**config.mk**
```make
export PLATFORM = sky130hd
export DESIGN_NAME = mole_hit_detector
export DESIGN_NICKNAME = d
export VERILOG_FILES = /design/src/rtl/mole_hit_detector.sv
export SDC_FILE = /design/constraint.sdc
export NUM_CORES = 1
export LEC_CHECK = 0
export CAP_MARGIN = 10
export CORE_MARGIN = 2
export CORE_UTILIZATION = 64
export CTS_BUF_LIST = sky130_fd_sc_hd__clkbuf_16
export DETAILED_ROUTE_END_ITERATION = 6
export DONT_BUFFER_PORTS = 1
export PLACE_DENSITY = 0.8
export REMOVE_ABC_BUFFERS = 1
export SETUP_SLACK_MARGIN = 0.05
export SKIP_CTS_REPAIR_TIMING = 1
export SLEW_MARGIN = 20
export SYNTH_ARGS = -nofsm -noshare
export SYNTH_HDL_FRONTEND = slang
export SYNTH_SLANG_ARGS = --single-unit
```
**constraint.sdc**
```tcl
create_clock -name clock -period 5.5 [get_ports clock]
set_input_delay 0.275 -clock clock [delete_from_list [all_inputs] [get_ports clock]]
set_output_delay 0.275 -clock clock [all_outputs]
set_load 0.05 [all_outputs]
```
**src/rtl/mole_hit_detector.sv**
```systemverilog
// Whack-a-mole button front end: synchronizes and debounces five mole buttons,
// classifies each debounced press as a hit or miss, and keeps saturating tallies.
module mole_hit_detector #(
  parameter int DEBOUNCE_CYCLES = 1_000_000,
  parameter int SCORE_WIDTH     = 8
) (
  input  logic                   clock,
  input  logic                   reset,
  input  logic [4:0]             moleButton,
  input  logic [4:0]             moleLED,
  input  logic                   gameActive,
  input  logic                   clearScore,
  output logic                   hitPulse,
  output logic [4:0]             hitMask,
  output logic                   missPulse,
  output logic [SCORE_WIDTH-1:0] score,
  output logic [SCORE_WIDTH-1:0] missCount
);

  localparam int CW  = $clog2(DEBOUNCE_CYCLES + 1);
  localparam int SW1 = SCORE_WIDTH + 1;
  localparam logic [CW-1:0] CNT_LAST = CW'(DEBOUNCE_CYCLES - 1);

  function automatic logic [2:0] popcount5(input logic [4:0] v);
    logic [2:0] c;
    c = 3'd0;
    for (int i = 0; i < 5; i++) begin
      c = c + {2'b00, v[i]};
    end
    return c;
  endfunction

  function automatic logic [SCORE_WIDTH-1:0] sat_add(input logic [SCORE_WIDTH-1:0] a,
                                                     input logic [2:0] n);
    logic [SCORE_WIDTH:0] sum;
    sum = {1'b0, a} + SW1'(n);
    return sum[SCORE_WIDTH] ? {SCORE_WIDTH{1'b1}} : sum[SCORE_WIDTH-1:0];
  endfunction

  logic [4:0]    sync1_r;
  logic [4:0]    sync2_r;
  logic [4:0]    deb_r;
  logic [4:0]    deb_d_r;
  logic [CW-1:0] cnt_r [5];

  logic [4:0] press_s;
  logic [4:0] hit_set_s;
  logic [4:0] miss_set_s;

  // Synchronize raw buttons and accept a level only after DEBOUNCE_CYCLES stable samples
  always_ff @(posedge clock or posedge reset) begin
    if (reset) begin
      sync1_r <= 5'b00000;
      sync2_r <= 5'b00000;
      deb_r   <= 5'b00000;
      deb_d_r <= 5'b00000;
      for (int i = 0; i < 5; i++) begin
        cnt_r[i] <= '0;
      end
    end else begin
      sync1_r <= moleButton;
      sync2_r <= sync1_r;
      deb_d_r <= deb_r;
      for (int i = 0; i < 5; i++) begin
        if (sync2_r[i] == deb_r[i]) begin
          cnt_r[i] <= '0;
        end else if (cnt_r[i] == CNT_LAST) begin
          cnt_r[i] <= '0;
          deb_r[i] <= ~deb_r[i];
        end else begin
          cnt_r[i] <= cnt_r[i] + CW'(1);
        end
      end
    end
  end

  // Press = debounced rising edge, split by which moles are lit right now
  always_comb begin
    press_s    = deb_r & ~deb_d_r;
    hit_set_s  = press_s & moleLED;
    miss_set_s = press_s & ~moleLED;
  end

  // Registered strobes and saturating tallies; clear beats a coincident increment
  always_ff @(posedge clock or posedge reset) begin
    if (reset) begin
      hitPulse  <= 1'b0;
      hitMask   <= 5'b00000;
      missPulse <= 1'b0;
      score     <= '0;
      missCount <= '0;
    end else begin
      if (gameActive) begin
        hitPulse  <= |hit_set_s;
        hitMask   <= hit_set_s;
        missPulse <= |miss_set_s;
      end else begin
        hitPulse  <= 1'b0;
        hitMask   <= 5'b00000;
        missPulse <= 1'b0;
      end
      if (clearScore) begin
        score     <= '0;
        missCount <= '0;
      end else if (gameActive) begin
        score     <= sat_add(score, popcount5(hit_set_s));
        missCount <= sat_add(missCount, popcount5(miss_set_s));
      end else begin
        score     <= score;
        missCount <= missCount;
      end
    end
  end

endmodule

```
==> results of run 1 <==
-- cell type report --
class                           count  area (µm²)
Sequential cell                   143        3580
Inverter                           20        80.1
Timing Repair Buffer               14         125
Clock inverter                     15         146
Multi-Input combinational cell    507        3260
Fill cell                         726        2950
Tap cell                          140         175
Clock buffer                       17         425
-- logic make-up after synthesis --
group / after synthesis / synth area share [%]
AO/OA/AOI/OAI: 94 / 8.40
AND/OR/NAND/NOR: 320 / 24.7
flip-flops: 143 / 51.3
adder cells (fa/ha/maj): 19 / 4.05
multiplexers: 7 / 1.11
buffers and inverters: 37 / 2.06
XOR/XNOR: 67 / 8.41
-- flip-flops by register name, indices dropped and copies added, names as in the netlist --
register,count
cnt_r,100
deb_d_r,5
deb_r,5
hitMask,5
hitPulse,1
missCount,8
missPulse,1
score,8
sync1_r,5
sync2_r,5
-- worst min path at each step --
stage	slack, ps	to	depth (start not counted)	startpoint
final	-10	score[5]$_DFFE_PP0P_	2	clearScore
after global routing	7	score[4]$_DFFE_PP0P_	2	clearScore
after CTS	-140	sync1_r[0]$_DFF_PP0_	0	moleButton[0]
after detailed placement	310	sync1_r[4]$_DFF_PP0_	0	moleButton[4]
after global placement	310	sync1_r[4]$_DFF_PP0_	0	moleButton[4]
after floorplan	310	sync1_r[0]$_DFF_PP0_	0	moleButton[0]
-- synth_stat cells (15+ instances only) --
cell,instances
nand3_1,39
xnor2_1,33
nor3_1,19
dfrtp_1,143
o31ai_1,15
nand4_1,22
nor4_1,15
o21ai_0,15
nor2_1,95
a21oi_1,39
or4_1,18
nand2_1,39
or3_1,17
xor2_1,34
inv_1,20
-- cells in the final DEF (no fill, tap or decap), types with 7 or more instances in the layout --
cell           instances
dfrtp_1              143
nor2_1                95
nand2_1               39
a21oi_1               39
nand3_1               39
xor2_1                34
xnor2_1               33
nand4_1               22
inv_1                 19
nor3_1                19
or4_1                 18
or3_1                 17
clkbuf_16             17
nor4_1                15
o31ai_1               13
o21ai_0               13
ha_1                  13
and3_1                10
dlygate4sd3_1          8
a211oi_1               7
and4_1                 7
-- stage by stage --
stage	utilization [%]	setup WS (ps)	instance area [µm²]	power (mW)	instances
detailed placement	66.5	2050	7140	1.18	816
CTS	71.8	2000	7710	2.28	848
finish	72.5	2020	7790	2.27	856
global route	72.5	1820	7790	2.35	856
floorplan	-	1390	6910	1.16	670
global placement	66.5	2210	7140	1.18	816
-- metal layers --
layer | global-route usage (%) | share of wire [%]
met5 | 0 | 0
met3 | 7.66 | 5.6
met4 | 11.3 | 1.9
met1 | 32.2 | 42
met2 | 42.8 | 50
-- power by group --
part | leakage [nW] | internal, mW | total, mW | switching [mW]
clock network | 0.266 | 0.662 | 1.10 | 0.440
registers | 1.96 | 1.07 | 1.09 | 0.0267
logic | 1.03 | 0.0237 | 0.0757 | 0.0521
total | 3.25 | 1.75 | 2.27 | 0.519
==> results.yml, run 1 <==
floorplan:
  die_w_um: 108
  num_io_pins: 37
  start_util_pct: 64.9
  die_area_um2: 11700
  die_h_um: 108
  std_cell_rows: 38
  core_area_um2: 10700
drt:
  post_drt_wl_per_cell_um: 16.9
  wl_um: 14500
  via_per_inst: 6.23
  vias: 5333
  drc: 0
  firstDrtPassIters: 5
  drt-initial-drc-count: 488
  ant_nets: 0
job:
  drv_cap: 0
placement:
  portBuffers: 0
  place_congestion: 0.833
  dp.final_hpwl_um: 9310
finish:
  synthToLayoutAreaGrowth_pct: 11.7
  drive_above_1_share_pct: 7.82
  finalNetCount: 736
  insertedDiodeCount: 0
synthesis:
  yosys_warnings: 0
  async_reset_ff_share_pct: 100
  synth_area_leaders: "dfrtp_1 (51%), nor2_1 (5.1%), xor2_1 (4.3%), xnor2_1 (4.1%), a21oi_1 (2.8%)"
  ys_seq_elements: 143
  yosysUniqueCellTypes: 49
  seq_area_frac_synth_pct: 51.3
  post-synth-top-area-cell: "dfrtp_1"
  avgSynthCellArea_um2: 10.2
  synthFlopType: "dfrtp_1"
  synth-edff-count: 0
  netlist_area_um2: 6970
  synthCells: 687
  yosys.area.top_type_share_pct: 51.3
critical_path:
  path_depth: 9
  r2r-start: "deb_r[0]$_DFFE_PP0P_"
  startpoint: "deb_r[0]$_DFFE_PP0P_"
  critPathMaxFanout: 5
  r2r_setup_slack_ps: 2020
  crit_end: "missCount[5]$_DFFE_PP0P_"
  cpPeakStageDelay_ps: 510
  path_cells: "nor3b_1 -> fa_1 -> fa_1 -> ha_1 -> fa_1 -> a21oi_1 -> nor3_1 -> nor4b_1 -> nor3_1"
  crit_top_cell: "fa_1"
  worstReg2RegEnd: "missCount[5]$_DFFE_PP0P_"
  critPathSlowestCell: "fa_1"
  endpoint_kind: "flip-flop"
  critPathBufInv: 0
  worstPathRequired_ps: 5780
  r2r_cells: 9
  arrival_ps: 3750
  crit_type: "reg2reg"
  cp_top_family: "adder cells"
  setup.worst_path.start_class: "flip-flop"
sta:
  min_period_over_period_pct: 63.2
  grt_setup_unrepaired: "false"
  setup_viol: 0
  tns_ps: 0
  finalClockSkew_ps: 5.30
  hold_slack_ps: -12.8
  post-route-min-period_ps: 3480
  slew_violations: 0
  hold_viol: 1
  worst_pin_slew_ps: 772
  slew_headroom_pct: 48.5
  max_freq_mhz: 287
status:
  violations: "negative hold slack"
  outcome: "finished, violations left"
global_route:
  grt_usage_pct: 26.1
  first_global_vias: 5267
  grt_overflow_total: 0
  antenna_found_initial: 0
  grt_first_pass_wirelength_um: 24000
  grt_max_degree: 90
clock_network:
  cts_htree_levels: 4
  clock-sinks: 143
  clock_latency_ps: 420
  numCtsBuffers: 17
  clock_path_buffers: 2
  path_clk_slew_ps: 60
  cts-root-buf: "clkbuf_16"
  cts_tree: "built"
worst_hold_path:
  hold_class: "in2reg"
pwr:
  power.density_nw_per_um2: 292
  p_leak_nw: 3.25
  ir_worst_vdd_uv: 217
Note: power is estimated with default switching activity, not from simulation.
==> run 2: changes to the inputs <==
Settings changed: CORE_UTILIZATION 64 to 57, PLACE_DENSITY 0.8 to 0.75.
Clock period 5.5 ns to 3.1 ns, I/O delays scaled along.
==> run 2 against run 1 <==
  * The flow still finishes with violations (negative hold slack)
  * Clock skew rose by 1.4 ps
  * First-iteration DRC count fell by 20%
  * Worst hold slack got worse by 4.9 ps
  * Combinational power rose by 110%
  * Clock power rose by 78%
  * Utilization fell by 5.8 points
  * Critical endpoint is now missCount[6]$_DFFE_PP0P_
  * Largest power group unchanged
==> results.yml, run 2 (synthesized netlist as in run 1, its figures left out) <==
status:
  outcome: "finished, violations left"
  violations: "negative hold slack"
floorplan:
  die_area_um2: 13100
  num_io_pins: 37
  std_cell_rows: 40
  start_util_pct: 58.3
  die_w_um: 115
  core_area_um2: 12000
  die_h_um: 115
sta:
  tns_ps: 0
  final.setup.worst_slack_ps: 154
  post-route-min-period_ps: 2950
  slew_violations: 0
  slew_headroom_pct: 50.1
  finalClockSkew_ps: 6.72
  worst_pin_slew_ps: 749
  setup_viol: 0
  hold_viol: 3
  hold_slack_ps: -17.7
  max_freq_mhz: 339
  min_period_over_period_pct: 95.0
finish:
  drive_above_1_share_pct: 11.4
  largest_register: "cnt_r"
  largest_reg_flops: 100
  layout_common_cells: "dfrtp_1 (143), nor2_1 (95), nand2_1 (39), nand3_1 (39), a21oi_1 (37)"
  final_cells: 876
  layout_commonest_cell: "dfrtp_1"
  regArea_um2: 3580
  fill_cells: 896
  insertedDiodeCount: 0
  multi_input_area_um2: 3330
  synthToLayoutAreaGrowth_pct: 14.5
  finalNetCount: 749
  largest_registers: "cnt_r (100), missCount (8), score (8)"
clock_network:
  cts_htree_levels: 4
  path_clk_slew_ps: 60
  numCtsBuffers: 17
  cts_tree: "built"
  clock_path_buffers: 2
  cts-root-buf: "clkbuf_16"
  clock_latency_ps: 420
  clock-sinks: 143
critical_path:
  startpoint: "deb_d_r[0]$_DFF_PP0_"
  crit_type: "reg2reg"
  endpoint_kind: "flip-flop"
  setup.worst_path.start_class: "flip-flop"
  arrival_ps: 3210
  r2r-start: "deb_d_r[0]$_DFF_PP0_"
  worstPathRequired_ps: 3370
  critPathMaxFanout: 3
global_route:
  antenna_found_initial: 0
  grt_overflow_total: 0
  grt_max_degree: 85
  grt_first_pass_wirelength_um: 23300
  grt_usage_pct: 22.3
  first_global_vias: 5103
placement:
  dp.cells: 832
  dp.final_hpwl_um: 9200
  portBuffers: 0
  place_congestion: 0.864
  pre_cts_ws_ps: -81.4
drt:
  drc: 0
  wl_um: 14000
  via_per_inst: 6.12
  firstDrtPassIters: 5
  ant_nets: 0
  drt-initial-drc-count: 391
  post_drt_wl_per_cell_um: 15.9
  vias: 5359
pwr:
  p_leak_nw: 3.31
  seqPwrFrac_pct: 47.7
  switching_power_uw: 925
  ir_worst_vdd_uv: 346
  pwr-share-comb_pct: 3.9
  p_int_mw: 3.12
  power.density_nw_per_um2: 507
  switching_share_pct: 22.9
  pwr-share-clk_pct: 48.4
worst_hold_path:
  hold_class: "in2reg"
  worstHoldStart: "gameActive"
job:
  drv_cap: 0
==> run 2: worst max-delay path: stages (launching register included) <==
cell and delay (ps):
dfrtp_1 390, nor3b_2 260, fa_1 450, fa_1 450
ha_2 220, fa_2 410, a21oi_2 200, buf_4 150
nor2_1 50, a21oi_1 150, a311oi_1 70
==> run 2: layout make-up <==
cell class	instances	area share [%]
inverters	20	1.00
flip-flops and latches	143	44.8
clock buffers	17	5.33
clock inverters	15	1.82
repair buffers	27	2.98
well taps	147	2.30
multi-input cells	507	41.7
==> run 2: per-stage QoR <==
stage | power [mW] | utilization, % | instance area, µm²
global placement | 2.10 | 60.4 | 7230
finish | 4.04 | 66.7 | 7980
floorplan | 2.06 | - | 6910
CTS | 4.06 | 65.2 | 7800
global route | 4.19 | 66.7 | 7980
detailed placement | 2.10 | 60.4 | 7230
==> run 2: routing by layer <==
metal	GRT usage [%]	wire length (µm)
met2	35.7	6850
met1	29.0	6260
met5	0	0
met4	9.19	185
met3	5.61	673
==> run 2: power by group through the flow <==
stage / clock [mW] / combinational (mW) / sequential (mW)
finish: 1.96 / 0.158 / 1.93
global route: 2.08 / 0.180 / 1.93
floorplan: 0 / 0.0891 / 1.97
global placement: 0 / 0.138 / 1.96
CTS: 1.99 / 0.145 / 1.93
detailed placement: 0 / 0.143 / 1.96
==> run 2: worst paths after layout <==
kind                            cells past startpoint                        to  slack (ps)
worst max-delay path                               10  missCount[6]$_DFFE_PP0P_         150
worst min-delay path                                4  missCount[4]$_DFFE_PP0P_         -20
worst max register to register                     10  missCount[6]$_DFFE_PP0P_         150
worst min register to register                      0      sync2_r[4]$_DFF_PP0_         360
max in group asynchronous                           3       cnt_r[82]$_DFF_PP0_        1950
min in group asynchronous                           2      sync1_r[3]$_DFF_PP0_         380
==> run 3: changes to the inputs <==
Settings changed: CORE_UTILIZATION 57 to 60, CTS_BUF_LIST sky130_fd_sc_hd__clkbuf_16 to sky130_fd_sc_hd__clkbuf_8, PLACE_DENSITY 0.75 to 0.79.
==> run 3 against run 2 <==
  * Clock power shrank 26%
  * Die area fell by 4.8%
  * Routed wire length fell by 1.3%
  * Largest power group is now sequential cells
  * Non-clock buffer count increased by 2
  * Clock skew is 6.7 ps higher
  * The flow still finishes with violations (negative hold slack)
  * Sequential share of layout area increased by 0.82 points
  * Count of clock-buffer cells in the layout increased by 3
  * Worst hold slack worse by 220 ps
  * Fmax shrank 2.5%
  * Register-to-register slack got worse by 80 ps
  * Global-route usage increased by 0.97 points
==> results.yml, run 3 (synthesized netlist as in run 1, its figures left out) <==
sta:
  post-route-min-period_ps: 3020
  grt_setup_unrepaired: "true"
  slew_violations: 0
  hold_viol: 15
  min_period_over_period_pct: 97.5
  setup_viol: 0
  worst_pin_slew_ps: 743
  slew_headroom_pct: 49.9
  hold_slack_ps: -235
  finalClockSkew_ps: 13.4
  max_freq_mhz: 331
floorplan:
  core_area_um2: 11400
  start_util_pct: 61.3
  std_cell_rows: 39
  die_h_um: 112
  die_w_um: 112
  die_area_um2: 12500
  num_io_pins: 37
global_route:
  grt_usage_pct: 23.2
  grt_overflow_total: 0
  grt_max_degree: 82
  first_global_vias: 5269
  antenna_found_initial: 0
  grt_first_pass_wirelength_um: 23900
finish:
  stdcell_area_um2: 7840
  final_cells: 874
  insertedDiodeCount: 0
  largest_reg_flops: 100
  largest_register: "cnt_r"
  layout_common_cells: "dfrtp_1 (143), nor2_1 (93), nand2_1 (39), nand3_1 (39), a21oi_1 (37)"
  drive_above_1_share_pct: 11.5
  finalNetCount: 751
  layout_commonest_cell: "dfrtp_1"
  synthToLayoutAreaGrowth_pct: 12.4
  fill_cells: 805
  largest_registers: "cnt_r (100), missCount (8), score (8)"
critical_path:
  r2r-start: "deb_r[0]$_DFFE_PP0P_"
  endpoint_kind: "flip-flop"
  r2r_setup_slack_ps: 80
  critPathMaxFanout: 5
  worstReg2RegEnd: "score[5]$_DFFE_PP0P_"
  crit_type: "reg2reg"
  arrival_ps: 3350
  worstPathRequired_ps: 3420
  r2r_cells: 11
  setup.worst_path.start_class: "flip-flop"
pwr:
  power.density_nw_per_um2: 450
  ir_worst_vdd_uv: 387
  p_leak_nw: 3.28
drt:
  firstDrtPassIters: 4
  vias: 5313
  post_drt_wl_per_cell_um: 15.8
  drc: 0
  ant_nets: 0
  drt-initial-drc-count: 338
  wl_um: 13800
  via_per_inst: 6.08
status:
  violations: "negative hold slack"
  outcome: "finished, violations left"
worst_hold_path:
  min_path_cells: 1
  worstHoldStart: "clearScore"
  hold_class: "in2reg"
  hold_path_end: "missCount[0]$_DFFE_PP0P_"
clock_network:
  cts-root-buf: "clkbuf_8"
  numCtsBuffers: 17
  cts_tree: "built"
  clock-sinks: 143
  path_clk_slew_ps: 80
  cts_htree_levels: 4
  clock_latency_ps: 440
  clock_path_buffers: 2
placement:
  place_congestion: 0.882
  portBuffers: 0
  dp.final_hpwl_um: 9290
  dpl_cell_area_um2: 7220
  dp.cells: 829
job:
  drv_cap: 0
-- run 3: cell type report --
| class | instances | area [µm²] | area share (%) |
|---|---|---|---|
| Clock inverter | 12 | 119 | 1.52 |
| Inverter | 20 | 80.1 | 1.02 |
| Sequential cell | 143 | 3580 | 45.6 |
| Multi-Input combinational cell | 507 | 3360 | 42.9 |
| Timing Repair Buffer | 29 | 246 | 3.14 |
| Tap cell | 143 | 179 | 2.28 |
| Clock buffer | 20 | 275 | 3.51 |
-- run 3: how the worst max path moves through the flow --
stage                               from  slack [ps]  depth (start not counted)                       end
detailed placement  deb_d_r[0]$_DFF_PP0_        -240                          9  missCount[3]$_DFFE_PP0P_
global route        deb_r[0]$_DFFE_PP0P_         -50                         11      score[5]$_DFFE_PP0P_
global placement    deb_d_r[0]$_DFF_PP0_         -50                          9  missCount[3]$_DFFE_PP0P_
finish              deb_r[0]$_DFFE_PP0P_          80                         11      score[5]$_DFFE_PP0P_
CTS                 deb_d_r[0]$_DFF_PP0_        -250                          9  missCount[3]$_DFFE_PP0P_
floorplan                          reset        -890                          1        cnt_r[0]$_DFF_PP0_
-- run 3: critical path, cell delays in order, from the launching register on --
cell     delay (ps)
dfrtp_1         410
and3b_1         210
fa_1            510
inv_1            50
fa_1            500
inv_1            60
ha_4            170
fa_2            400
a21oi_4         210
or3_4           170
a41o_1          170
nor2_1           40
-- run 3: power by group --
part	leakage [nW]	internal [mW]	total, mW	switching [mW]
Clock	0.203	0.768	1.45	0.681
Combinational	1.12	0.0510	0.157	0.106
Sequential	1.96	1.89	1.92	0.0326
-- run 3: per-stage QoR --
stage,power (mW),setup slack (ps),util [%],setup TNS [ps]
3_3_place_gp,2.10,-48.3,63.5,-143
5_1_grt,3.67,-50.3,69.0,-181
3_5_place_dp,2.10,-240,63.5,-1790
4_1_cts,3.54,-253,67.0,-1930
2_1_floorplan,2.06,-893,-,-127690
6_report,3.53,77.0,69.0,0
-- run 3: metal layers --
metal	vias up	GRT usage (%)	routed length [µm]
li1	2546	-	-
met1	2617	30.4	6080
met2	125	38.6	6890
met3	25	5.12	627
met4	0	8.07	180
met5	-	0	0
